--- src/rtl/alu_operand_loader.sv ---
// alu_operand_loader: captures A, B and opcode one per debounced button press and holds them stable for the ALU.
// Optional input debouncer enabled by defining ALU_DEBOUNCE_EN.
module alu_operand_loader #(
  parameter int WIDTH           = 6,
  parameter int OP_WIDTH        = 3,
  parameter int DEBOUNCE_CYCLES = 500000
) (
  input  logic                CLK,
  input  logic                RESET_N,
  input  logic [WIDTH-1:0]    SW,
  input  logic [OP_WIDTH-1:0] OP_SW,
  input  logic                BTN,
  input  logic                CLEAR,
  output logic [WIDTH-1:0]    A,
  output logic [WIDTH-1:0]    B,
  output logic [OP_WIDTH-1:0] ADD_SUB,
  output logic                OP_VALID,
  output logic                ISSUE,
  output logic [1:0]          STATE
);
  typedef enum logic [1:0] {LOAD_A, LOAD_B, LOAD_OP, EXEC} state_t;
  state_t state;
  logic sync1, sync2, level, prev, press;
  if (DEBOUNCE_CYCLES < 1) begin : g_bad_cfg
    $error("DEBOUNCE_CYCLES must be at least 1");
  end
  always_ff @(posedge CLK or negedge RESET_N)
    if (!RESET_N) begin
      sync1 <= 1'b0;
      sync2 <= 1'b0;
    end else begin
      sync1 <= BTN;
      sync2 <= sync1;
    end
`ifdef ALU_DEBOUNCE_EN
  localparam int CW = $clog2(DEBOUNCE_CYCLES + 1);
  logic [CW-1:0] cnt;
  logic          deb;
  // level must differ from the debounced value for DEBOUNCE_CYCLES edges in a row
  always_ff @(posedge CLK or negedge RESET_N)
    if (!RESET_N) begin
      cnt <= '0;
      deb <= 1'b0;
    end else if (sync2 == deb)
      cnt <= '0;
    else if (cnt == CW'(DEBOUNCE_CYCLES - 1)) begin
      cnt <= '0;
      deb <= sync2;
    end else
      cnt <= cnt + 1'b1;
  assign level = deb;
`else
  assign level = sync2;
`endif
  always_ff @(posedge CLK or negedge RESET_N)
    if (!RESET_N) begin
      prev  <= 1'b0;
      press <= 1'b0;
    end else begin
      prev  <= level;
      press <= level & ~prev;
    end
  always_ff @(posedge CLK or negedge RESET_N)
    if (!RESET_N) begin
      state    <= LOAD_A;
      A        <= '0;
      B        <= '0;
      ADD_SUB  <= '0;
      OP_VALID <= 1'b0;
      ISSUE    <= 1'b0;
    end else if (CLEAR) begin
      state    <= LOAD_A;
      A        <= '0;
      B        <= '0;
      ADD_SUB  <= '0;
      OP_VALID <= 1'b0;
      ISSUE    <= 1'b0;
    end else begin
      ISSUE <= 1'b0;
      if (press)
        case (state)
          LOAD_A: begin
            A     <= SW;
            state <= LOAD_B;
          end
          LOAD_B: begin
            B     <= SW;
            state <= LOAD_OP;
          end
          LOAD_OP: begin
            ADD_SUB  <= OP_SW;
            OP_VALID <= 1'b1;
            ISSUE    <= 1'b1;
            state    <= EXEC;
          end
          default: begin
            OP_VALID <= 1'b0;
            state    <= LOAD_A;
          end
        endcase
    end
  assign STATE = state;
endmodule

--- config.mk ---
export PLATFORM = sky130hd
export DESIGN_NAME = alu_operand_loader
export DESIGN_NICKNAME = d
export VERILOG_FILES = /design/src/rtl/alu_operand_loader.sv
export SDC_FILE = /design/constraint.sdc
export NUM_CORES = 1
export LEC_CHECK = 0
export ABC_AREA = 1
export CAP_MARGIN = 20
export CORE_MARGIN = 5
export CORE_UTILIZATION = 47
export CTS_BUF_LIST = sky130_fd_sc_hd__clkbuf_4 sky130_fd_sc_hd__clkbuf_8
export DETAILED_ROUTE_END_ITERATION = 12
export PLACE_DENSITY = 0.81
export SETUP_SLACK_MARGIN = 0.5
export SYNTH_ARGS = -nofsm -noshare
export SYNTH_HDL_FRONTEND = slang
export SYNTH_SLANG_ARGS = --single-unit
--- constraint.sdc ---
create_clock -name CLK -period 1.16 [get_ports CLK]
set_input_delay 0.232 -clock CLK [delete_from_list [all_inputs] [get_ports CLK]]
set_output_delay 0.232 -clock CLK [all_outputs]
set_load 0.01 [all_outputs]
==> qor.csv <==
stage,metric,value,unit
synth,synth.distinct_cells,15,
layout,fin_cells,188,
sta,post-route-period-util,102,%
global_routing,grt_usage,15.0,%
global_routing,grt_max_degree,24,
worst_setup_path,critPathArrivalTime,1.38,ns
clock_network,tritoncts,yes,
layout,syn_to_final_growth,51.0,%
die,rows,16,
synth,synth-async-reset-ratio,100,%
route,dr_total_vias,867,
synth,synth-warning-count,0,
place,place_congestion,0.898,
route,dr.pass1.iters,4,
route,routed_via_density,4.61,
route,drt_iter0_drc,16,
synth,syn_area,0.00102,sq mm
clock_network,cts-root-buf,clkbuf_4,
clock_network,clock_latency,0.30,ns
synth,syn_inst,113,
clock_network,clk_path_buf_depth,2,
die,start_util,50.5,%
die,core_area,0.00202,sq mm
power,p_seq_share,56.1,%
worst_setup_path,rrSetupSlack,-0.02,ns
place,dp.cells,173,
global_routing,grt_pass1_wl,3.93,mm
sta,max_slew_margin,79.7,%
synth,syn-num-nets,129,
clock_network,cts.sinks,23,
global_routing,grt_pass1_vias,927,
worst_setup_path,critPathMaxFanout,7,
die,die_w,56.6,um
layout,drive_gt1_share,40.4,%
synth,synth_flop_cell,dfrtp_1,
flow_run,drv_cap,0,
place,io_buffers,31,
layout,fin_nets,178,
sta,fin_ws,-0.0232,ns
synth,synth_area_leaders,"dfrtp_1, nand2_1, nand3_1",
place,place_ws,-0.229,ns
power,p_per_area,987,mW/mm^2
layout,antenna_cells,0,
clock_network,cts_buffers,3,
status,violations,negative setup slack,
worst_setup_path,start_kind,register,
route,antenna_left,0,
clock_network,clk_pin_slew,0.12,ns
power,intPower,1.13,mW
hold_path,hp-class,input port to asynchronous set/reset pin,
power,worst_ir_drop_vdd,0.000664,V
power,combPwrFrac,18.8,%
die,ios,32,
route,wire_per_inst,12.3,um
synth,synth-edff-count,0,
sta,setup_viol,10,
synth,yosysTopAreaCellShare,56.4,%
synth,syn_avg_cell_area,9.04,sq um
worst_setup_path,cp.required,1.36,ns
sta,tightestPinTransition,0.304,ns
power,pwr-share-clk,25.1,%
power,switchingPower,387,uW
power,power_leakage,0.856,nW
place,hpwl,1.59,mm
synth,synth_seq_cells,23,
route,routed_wl,2.31,mm
synth,yosysMostFrequentCell,nand2_1,
route,drc,0,
status,status,finished with violations,
global_routing,antenna_found_initial,0,
synth,synth_top_cell_by_area,dfrtp_1,
sta,finalHoldViolCount,0,
sta,clock-skew-final,0.00495,ns
die,die_area,0.00320,sq mm
layout,fill_cells,147,
sta,rsz0062_at_grt,true,
sta,whs,0.271,ns
sta,period_needed,1.18,ns
worst_setup_path,critPathKind,register to register,
power,sw_frac_of_total,25.5,%
die,die_h,56.6,um
synth,ys_seq_area_share,56.4,%
synth,synth_commonest_cells,"nand2_1, dfrtp_1, nand3_1",
sta,max_freq,845,MHz
worst_setup_path,worstSetupEndpointType,register,
global_routing,grt_overflow,0,
sta,slew_viol_final,0,
clock_network,htree_levels,1,
==> sequential cells by signal, indices dropped and copies added, names as in the netlist <==
register / count
prev: 1
ISSUE: 1
A: 6
sync1: 1
ADD_SUB: 3
press: 1
OP_VALID: 1
B: 6
level: 1
STATE: 2
==> worst paths after layout <==
kind / start / endpoint / depth (start not counted)
min: RESET_N / A[4] / 2
max: STATE[0] / B[0] / 7
min in group CLK: BTN / sync1 / 1
min reg2reg: sync1 / level / 0
max in group asynchronous: RESET_N / STATE[0] / 2
max reg2reg: STATE[0] / B[0] / 7
==> power groups by stage <==
| stage | logic [mW] | registers [mW] | clock network, mW |
|---|---|---|---|
| 2_1_floorplan | 0.124 | 0.876 | 0 |
| 3_3_place_gp | 0.256 | 0.870 | 0 |
| 3_5_place_dp | 0.261 | 0.871 | 0 |
| 4_1_cts | 0.272 | 0.851 | 0.385 |
| 5_1_grt | 0.315 | 0.858 | 0.423 |
| 6_report | 0.287 | 0.853 | 0.381 |
==> logic make-up (layout without fill, tap and decap cells) <==
kind of cell | count (synthesis) | after routing | synth area share [%]
compound gates | 2 | 2 | 1.72
fa+ha+maj | 3 | 3 | 3.68
buf+inv | 18 | 66 | 8.95
flops | 23 | 23 | 56.4
simple gates | 67 | 67 | 29.3
==> worst max-delay path, cell delays in order, from the launching register on <==
cell and delay [ns]:
dfrtp_2 0.42, buf_6 0.12, buf_6 0.11, ha_4 0.18, nand2_8 0.10, inv_6 0.05, nand2_2 0.06, nand2_2 0.05
==> per-layer routing <==
layer	wire length, um	track usage [%]	vias up	share of wire (%)
met5	0	0	-	0
met4	14	3.73	0	0.61
met3	130	3.67	2	5.6
met2	1140	23.9	23	49
met1	1030	20.2	400	45
li1	-	-	442	-
==> timing repair <==
action | in CTS | in global routing
hold buffers | 0 | 0
gates resized for setup | 85 | 9
buffers inserted | 7 | 4
pin swaps | 8 | 4
endpoints found under the setup margin | 38 | 38
==> cell type report <==
type | instances | area [sq um] | share of cell area (%)
Inverter | 15 | 78.8 | 5.11
Clock buffer | 4 | 30.0 | 1.95
Multi-Input combinational cell | 72 | 438 | 28.4
Sequential cell | 23 | 579 | 37.6
Timing Repair Buffer | 47 | 382 | 24.8
Tap cell | 27 | 33.8 | 2.19
==> cell usage in the layout, fill, tap and decap left out <==
cell type,instances
inv_1,9
buf_4,11
buf_2,16
or2_4,1
nand2_1,32
nand3_1,16
dfrtp_1,20
nand2_8,1
inv_6,2
clkbuf_4,4
nand2_2,4
o21ai_2,2
inv_4,2
nor2_4,2
inv_2,1
nand3_2,2
buf_12,1
dfrtp_2,3
inv_8,1
buf_6,7
clkdlybuf4s50_1,12
nand2_4,2
nor2_1,7
ha_4,3
==> through the flow <==
stage / utilization (%) / area (sq um) / power (mW) / TNS (ns)
after global routing: 76.2 / 1540 / 1.60 / -0.990
after global placement: 72.1 / 1460 / 1.13 / -2.04
after floorplan: - / 1090 / 0.999 / 0
final: 76.2 / 1540 / 1.52 / -0.117
after detailed placement: 72.1 / 1460 / 1.13 / -3.19
after CTS: 72.8 / 1470 / 1.51 / -0.212
(Power assumes the default switching activity.)
